$ cat src/rtl/core_pipe_ctrl.sv
// rtl/core_pipe_ctrl.sv - RV32I pipeline sequencer: stall/flush control, PC redirect, debug halt
module core_pipe_ctrl #(
  parameter int FLUSH_CYCLES = 1
) (
  input  logic        clk,
  input  logic        rst,
  input  logic [4:0]  id_rs1_addr_in,
  input  logic [4:0]  id_rs2_addr_in,
  input  logic        id_rs1_re_in,
  input  logic        id_rs2_re_in,
  input  logic [4:0]  ex_rd_addr_in,
  input  logic        ex_is_load_in,
  input  logic        ex_busy_in,
  input  logic        jump_flag_in,
  input  logic [31:0] jump_addr_in,
  input  logic        halt_req_in,
  output logic        halt_ack_out,
  output logic [2:0]  stall_out,
  output logic [1:0]  flush_out,
  output logic        jump_flag_out,
  output logic [31:0] jump_addr_out
);

  localparam int CW = (FLUSH_CYCLES < 1) ? 1 : $clog2(FLUSH_CYCLES + 1);

  typedef enum logic [1:0] {
    RUN   = 2'd0,
    FLUSH = 2'd1,
    HALT  = 2'd2
  } state_t;

  state_t          state;
  logic [CW-1:0]   cnt;
  logic            load_use;

  // Load in EX whose destination is read by the instruction in ID; x0 never hazards
  always_comb begin
    load_use = ex_is_load_in & (ex_rd_addr_in != 5'd0) &
               ((id_rs1_re_in & (id_rs1_addr_in == ex_rd_addr_in)) |
                (id_rs2_re_in & (id_rs2_addr_in == ex_rd_addr_in)));
  end

  // Same-cycle stall/flush/redirect decode from current state and inputs
  always_comb begin
    stall_out     = 3'b000;
    flush_out     = 2'b00;
    jump_flag_out = 1'b0;
    jump_addr_out = 32'd0;
    if (rst) begin
      flush_out = 2'b11;
    end else begin
      case (state)
        RUN: begin
          if (ex_busy_in) begin
            stall_out = 3'b111;
          end else if (jump_flag_in) begin
            jump_flag_out = 1'b1;
            jump_addr_out = jump_addr_in;
            flush_out     = 2'b11;
          end else if (load_use || halt_req_in) begin
            // Hold PC and IF/ID, send one bubble into EX
            stall_out = 3'b011;
            flush_out = 2'b10;
          end
        end
        FLUSH: begin
          flush_out = 2'b11;
        end
        HALT: begin
          stall_out = 3'b011;
          flush_out = 2'b10;
        end
        default: begin
          flush_out = 2'b11;
        end
      endcase
    end
  end

  // Sequencer state, flush countdown and registered halt acknowledge
  always_ff @(posedge clk) begin
    if (rst) begin
      state        <= RUN;
      cnt          <= '0;
      halt_ack_out <= 1'b0;
    end else begin
      case (state)
        RUN: begin
          if (ex_busy_in) begin
            state <= RUN;
          end else if (jump_flag_in) begin
            if (FLUSH_CYCLES > 1) begin
              state <= FLUSH;
              cnt   <= CW'(FLUSH_CYCLES - 1);
            end
          end else if (load_use) begin
            state <= RUN;
          end else if (halt_req_in) begin
            state        <= HALT;
            halt_ack_out <= 1'b1;
          end
        end
        FLUSH: begin
          if (cnt <= CW'(1)) begin
            state <= RUN;
            cnt   <= '0;
          end else begin
            cnt <= cnt - CW'(1);
          end
        end
        HALT: begin
          if (!halt_req_in) begin
            state        <= RUN;
            halt_ack_out <= 1'b0;
          end
        end
        default: begin
          state        <= RUN;
          cnt          <= '0;
          halt_ack_out <= 1'b0;
        end
      endcase
    end
  end

endmodule

$ cat config.mk
export PLATFORM = sky130hd
export DESIGN_NAME = core_pipe_ctrl
export DESIGN_NICKNAME = d
export VERILOG_FILES = /design/src/rtl/core_pipe_ctrl.sv
export SDC_FILE = /design/constraint.sdc
export NUM_CORES = 1
export LEC_CHECK = 0
export ABC_AREA = 1
export CORE_ASPECT_RATIO = 0.8
export CORE_UTILIZATION = 24
export CTS_BUF_LIST = sky130_fd_sc_hd__clkbuf_16
export DETAILED_ROUTE_END_ITERATION = 6
export GPL_TIMING_DRIVEN = 0
export PLACE_DENSITY = 0.8
export SLEW_MARGIN = 20
export SYNTH_ARGS = -nofsm -noshare
export SYNTH_HDL_FRONTEND = slang
export SYNTH_SLANG_ARGS = --single-unit
export TNS_END_PERCENT = 20
$ cat constraint.sdc
create_clock -name clk -period 1.4 [get_ports clk]
set_input_delay 0.28 -clock clk [delete_from_list [all_inputs] [get_ports clk]]
set_output_delay 0.28 -clock clk [all_outputs]
set_load 0.03 [all_outputs]
# Word level (Yosys, flattened, before mapping)
# Index checks and enable logic that the tools add are counted.
# word_totals
out_inout_bits	39
input_bits	55
wordCells	62
register_bits	4
# classes
addsub	1
n_mux	33
reduce_logical	6
n_bitwise	6
order_cmp	1
eq_ne	12
# op_table
op	n
32-bit 2-to-1 mux	4
2-bit 2-to-1 mux	12
2-bit inequality test (second input constant)	6
5-bit equality test	2
1-bit 2-to-1 mux	10
3-bit 2-to-1 mux	2
2-bit case mux with 3 select lines	1
3-bit case mux with 2 select lines	1
6-bit AND reduction	1
5-bit nonzero test	1
1-bit AND	4
4-bit inequality test (second input constant)	1
2-bit case mux with 2 select lines	1
4-bit AND reduction	1
3-bit inequality test (second input constant)	1
1-bit case mux with 3 select lines	1
2-bit by 1-bit equality test with 1-bit output (second input constant)	1
2-bit equality test (second input constant)	1
2-bit logical NOT	1
1-bit case mux with 2 select lines	1
2-bit OR reduction	1
1-bit less-or-equal comparator (second input constant)	1
1-bit logical OR	1
1-bit NOT	1
2 further kinds	2

# Longest topological paths before layout
# Gate-level depths: netlist of the first run.
# depth
depth_word	10
mapped_depth	11

# Worst setup path after synthesis of the first run
# No wires, ideal clock.
# synth_timing
path_kind	flip-flop to output port
startpoint	reg state[1]
endpoint	out jump_addr_out[0]
slack_ps	-266
arrival_time_ps	1386
path_stages_with_launch	7
cell_sequence	dfxtp_1 nor2_2 nand2_2 nor2_4 inv_2 buf_6 nor2_1
# synth_between
elab_chain_len	3
# synth_rtl
element	line_no	text
start: declaration	32	state_t state;
start signal: assignment	83	state <= RUN;
start signal: assignment	90	state <= RUN;
start signal: assignment	93	state <= FLUSH;
2-bit logical NOT	52	case (state)
32-bit 2-to-1 mux	52	
32-bit 2-to-1 mux	49	if (rst) begin
end: declaration	21	output logic [31:0] jump_addr_out
# No other way between the ends.

# Final worst setup path of the first run
# Same ends and word-level chain as after synthesis.

==> results.cfg, run 1 <==
[power_and_ir_drop]
powerDensity_nw_per_um2 = 493.4
peakVddDrop_mv = 0.8243
p_comb_share_pct = 52.5
p_clk_share_pct = 41.5
leakagePower_nw = 1.098
seq_power_share_pct = 6.0
power.internal_uw = 691.7
finalPower_mw = 1.028
p_switching_uw = 336.1
switching_share_pct = 32.70

[critical_path]
cp_data_arrival_time_ns = 1.35
cpPeakStageDelay_ns = 0.34
path_class = reg2out
rrSetupSlack_ns = 0.29
crit_top_cell = nor2_4
cp_slowest_cell = dfxtp_4
reg2reg_to = state[1]
setup.worst_path.start = state[1]
required_ns = 1.12
r2r_cells = 4
cp-end-kind = output pin
crit_fanout = 10
cp_cell_sequence = nor2_4, nand2_2, nor2_4, inv_6, buf_12, nor2_4, buf_6
path_delay_family = simple AND/OR/NAND/NOR gates
r2r-start = state[1]
cp_num_buf_inv = 3
startpoint_type = register

[timing]
hold_violations = 0
tightest_slew_ns = 0.3284
rsz0062_at_grt = true
skew_ns = 0.001929
setup_ws_ns = -0.2299
finalCritPeriodShare_pct = 116.4
hold_slack_ns = 0.5264
fin_crit_ns = 1.630
finalSetupViolCount = 36
slew_viol_final = 0
maxSlewHeadroom_pct = 78.20
fmax_mhz = 613.5

[logic_synthesis]
synthCells = 150
synth_nets = 205
synth_largest_area_cell = inv_1
ys_types = 17
ys.warnings.count = 0
syn_avg_cell_area_um2 = 4.546
synth_top_area_share_pct = 29.17
synth_area_leaders = inv_1, nand2_1, nor2_1
synth.yosys.seq_area_share_pct = 5.872
synth-seq-cells = 2
synthesis.area_um2 = 681.9

[run_status]
violations = negative setup slack
run_status = complete, but fails checks

[clock_tree]
clock-root-buffer = clkbuf_16
cts_buffers = 3
cts_tree = built
clk_latency_ns = 0.22
hold_buffers = 0
h-tree-depth = 1
clkSlewWorstSetupHoldPaths_ns = 0.03
cts_buffer_depth = 2
cts.sinks = 2

[worst_hold_path]
whs_endpoint = state[1]
hold_start = halt_req_in
hold_depth = 3
hp-class = in2reg

[cells_and_area]
antennaDiodeCount = 0
nets = 308
drive_gt1_share_pct = 47.01
area_growth_pct = 205.5

[placed_design]
port_buffers = 93
place.gp.congestion = 0.8061
dp_slack_ns = -1.152
dpl.hpwl_um = 2355

[detailed_routing]
final_antenna_net_count = 0
drtIter0Drc = 16
wl_per_cell_um = 11.01
vias = 1214
viasPerCell = 4.230
dr.pass1.iters = 4
drcViolationCount = 0
wirelength_um = 3160

[global_routing]
grt_util_met3_pct = 3.675
grt_usage_pct = 21.22
grt_max_degree = 11
grt.met2_usage_pct = 41.40
grt_use_met1_pct = 23.74
grt_pass1_wl_um = 4968
overflow = 0
antenna_found_initial = 0
top_usage_layer = met2
grt_pass1_vias = 1180

[floorplan]
core_um2 = 2562
io_pins = 94
die_height_um = 49.68
start_util_pct = 26.61
dieArea_um2 = 3060
num_rows = 16
dieWidth_um = 61.60

[run]
maxCapViolCount = 0
[flip-flops by register name (all words and copies together), names as in the netlist]
register      cells
halt_ack_out      1
state             1
[placed cells by master (no fill, tap or decap), drive strengths merged]
cell,netlist,routed
dlygate4sd2,0,8
nand4,1,1
nand2,36,36
a21oi,2,2
inv,54,54
o21ai,2,2
nor4,1,1
clkbuf,0,3
buf,4,61
clkdlybuf4s50,0,32
dfxtp,2,2
clkdlybuf4s15,0,1
nor3,1,1
nor2,42,42
nand3,5,5
[timing repair]
action,CTS,global route
buffers inserted,4,0
pin swaps,30,0
setup endpoints to repair,41,38
resized for setup,357,6
cloned,1,0
[stage by stage]
step / cell area (µm²) / setup TNS, ns / std cells / util [%]
global placement: 1871 / -34.74 / 279 / 73.00
floorplan: 894.6 / -2.406 / 150 / -
detailed placement: 1871 / -35.35 / 279 / 73.00
finish: 2083 / -6.965 / 287 / 81.30
global route: 2083 / -9.092 / 287 / 81.30
CTS: 2067 / -6.342 / 287 / 80.66
[cell usage after synthesis, drive strengths merged]
| master | count |
|---|---|
| nor2 | 42 |
| nor4 | 1 |
| nand2 | 36 |
| nor3 | 1 |
| nand4 | 1 |
| dfxtp | 2 |
| nand3 | 5 |
| a21oi | 2 |
| inv | 54 |
| buf | 4 |
| o21ai | 2 |
[cells by family after synthesis]
| group | Yosys count | synth area share [%] |
|---|---|---|
| buffers and inverters | 58 | 35.78 |
| flip-flops | 2 | 5.872 |
| AO/OA/AOI/OAI | 4 | 2.934 |
| AND/OR/NAND/NOR | 86 | 55.41 |
[cell type report]
class                      instances  area [µm²]
fill                             186       479.2
tap                               36       45.04
clock buffer                       3       75.07
buffer                             4       71.32
multi-input combinational         90       640.6
timing repair buffer              98       994.7
sequential                         2       43.79
inverter                          54       212.7
[worst max path at each step]
stage / end / slack [ns] / cells past startpoint
5_1_grt: jump_addr_out[0] / -0.28 / 7
6_report: jump_addr_out[0] / -0.23 / 7
3_5_place_dp: stall_out[1] / -1.15 / 13
2_1_floorplan: jump_addr_out[0] / -0.09 / 6
3_3_place_gp: stall_out[1] / -1.12 / 13
4_1_cts: jump_addr_out[0] / -0.21 / 7
[tightest hold or removal path, stage by stage]
cell           delay [ns]
dlygate4sd2_1        0.27
nand2_1              0.08
a21oi_1              0.07
[metal layers]
metal,wire length [µm],vias up
met4,0,0
met1,1229,548
li1,-,612
met2,1648,54
met3,283,0
met5,0,-
[power groups by stage]
stage | Combinational [mW] | Clock (mW) | Sequential [mW]
after floorplan | 0.241 | 0 | 0.0661
after global placement | 0.486 | 0 | 0.0633
after detailed placement | 0.494 | 0 | 0.0634
after CTS | 0.530 | 0.436 | 0.0611
after global routing | 0.576 | 0.437 | 0.0614
final | 0.540 | 0.427 | 0.0614
(Power assumes the default switching activity.)
==> inputs of run 2 (changes only) <==
- CORE_MARGIN: default -> 3
==> results.cfg, run 2 (synthesis results as in run 1) <==
[critical_path]
path_class = in2out
startpoint_type = primary input
required_ns = 1.12
cp_data_arrival_time_ns = 1.33
cp-end-kind = output pin
cpPeakStageDelay_ns = 0.20
cp_cell_sequence = clkdlybuf4s15_1, nor2_1, nor2_2, nand3_1, nand2_1, nand2_2, nand3_2, nand2_1, inv_2, buf_6, buf_6
path_delay_family = simple AND/OR/NAND/NOR gates
cp_num_buf_inv = 4
crit_fanout = 3
rrSetupSlack_ns = 0.45
cp_slowest_cell = clkdlybuf4s15_1

[power_and_ir_drop]
finalPower_mw = 1.001
peakVddDrop_mv = 0.6794
powerDensity_nw_per_um2 = 497.0
leakagePower_nw = 1.066

[global_routing]
overflow = 0
grt_usage_pct = 16.63
grt_pass1_vias = 1007
grt_max_degree = 11
grt_pass1_wl_um = 4629
antenna_found_initial = 0

[clock_tree]
cts_buffer_depth = 2
cts.sinks = 2
cts_tree = built
h-tree-depth = 1
clkSlewWorstSetupHoldPaths_ns = 0.03
hold_buffers = 0
cts_buffers = 3
clock-root-buffer = clkbuf_16
clk_latency_ns = 0.22

[placed_design]
place.gp.congestion = 0.8282
dpl.hpwl_um = 2443
port_buffers = 93

[cells_and_area]
drive_gt1_share_pct = 44.13
fillCellCount = 203
top_regs = halt_ack_out (1), state (1)
final_cell_mix = inv_1, buf_6, nand2_1, nor2_4, clkdlybuf4s50_1
area_growth_pct = 195.4
nets = 304
antennaDiodeCount = 0
mostFrequentLayoutCell = inv_1
utilization_pct = 78.00

[detailed_routing]
wl_per_cell_um = 10.72
wirelength_um = 3035
drcViolationCount = 0
drtIter0Drc = 27
final_antenna_net_count = 0
viasPerCell = 4.071
dr.pass1.iters = 4
vias = 1152

[run_status]
violations = negative setup slack
run_status = complete, but fails checks

[timing]
skew_ns = 0.002341
fin_crit_ns = 1.609
rsz0062_at_grt = true
hold_violations = 0
fmax_mhz = 621.5
tightest_slew_ns = 0.3275
finalSetupViolCount = 37
maxSlewHeadroom_pct = 78.25
slew_viol_final = 0
finalCritPeriodShare_pct = 114.9
setup_ws_ns = -0.2089

[floorplan]
num_rows = 16
core_um2 = 2582
dieWidth_um = 65.60
dieArea_um2 = 3521
start_util_pct = 26.41
io_pins = 94
die_height_um = 53.68

[run]
maxCapViolCount = 0

[worst_hold_path]
hp-class = in2reg
-- run 2: final timing paths --
check               startpoint      endpoint  cells after the start
min                 ex_busy_in      state[1]                      4
max reg2reg           state[1]      state[1]                      3
min reg2reg       halt_ack_out  halt_ack_out                      2
max          id_rs2_addr_in[2]  stall_out[1]                     11
-- run 2: power breakdown --
part           internal (mW)  leakage [nW]  switching, mW
Sequential            0.0605        0.0168        0.00288
Clock                  0.363        0.0370         0.0614
Combinational          0.256          1.01          0.258
Total                  0.679          1.07          0.322
-- run 2: area by class of cell --
class	instances	area [µm²]	area share (%)
flip-flops and latches	2	41.29	2.050
repair buffers	94	950.9	47.21
multi-input cells	90	620.6	30.81
well taps	36	45.04	2.236
plain buffers	4	71.32	3.540
clock buffers	3	75.07	3.727
inverters	54	210.2	10.43
-- run 2: repair_timing --
action / CTS / global route
endpoints found under the setup margin: 41 / 37
resized for setup: 347 / 3
setup buffers: 1 / 0
pin swaps: 30 / 5
-- run 2: per-layer routing --
layer,up-vias,part of all wire [%],global-route usage [%]
li1,603,-,-
met1,503,40,20.98
met2,46,53,30.59
met3,0,7.1,3.549
met4,0,0,1.034
met5,-,0,0
-- run 2: through the flow --
stage | cells | setup TNS (ns) | instance area, µm² | setup WS, ns | hold WS (ns)
2_1_floorplan | 150 | -2.406 | 894.6 | -0.08693 | 0.3417
3_3_place_gp | 279 | -35.14 | 1871 | -1.164 | 0.4764
3_5_place_dp | 279 | -35.47 | 1871 | -1.160 | 0.4772
4_1_cts | 283 | -6.020 | 2012 | -0.1935 | 0.5193
5_1_grt | 283 | -8.020 | 2014 | -0.3343 | 0.4886
6_report | 283 | -5.428 | 2014 | -0.2089 | 0.4631
-- run 2: worst min-delay path: cells and delay by family --
kind | cells | cell delay [ns]
AND/OR/NAND/NOR | 2 | 0.14
buffers and inverters | 1 | 0.13
AO/OA/AOI/OAI | 1 | 0.07
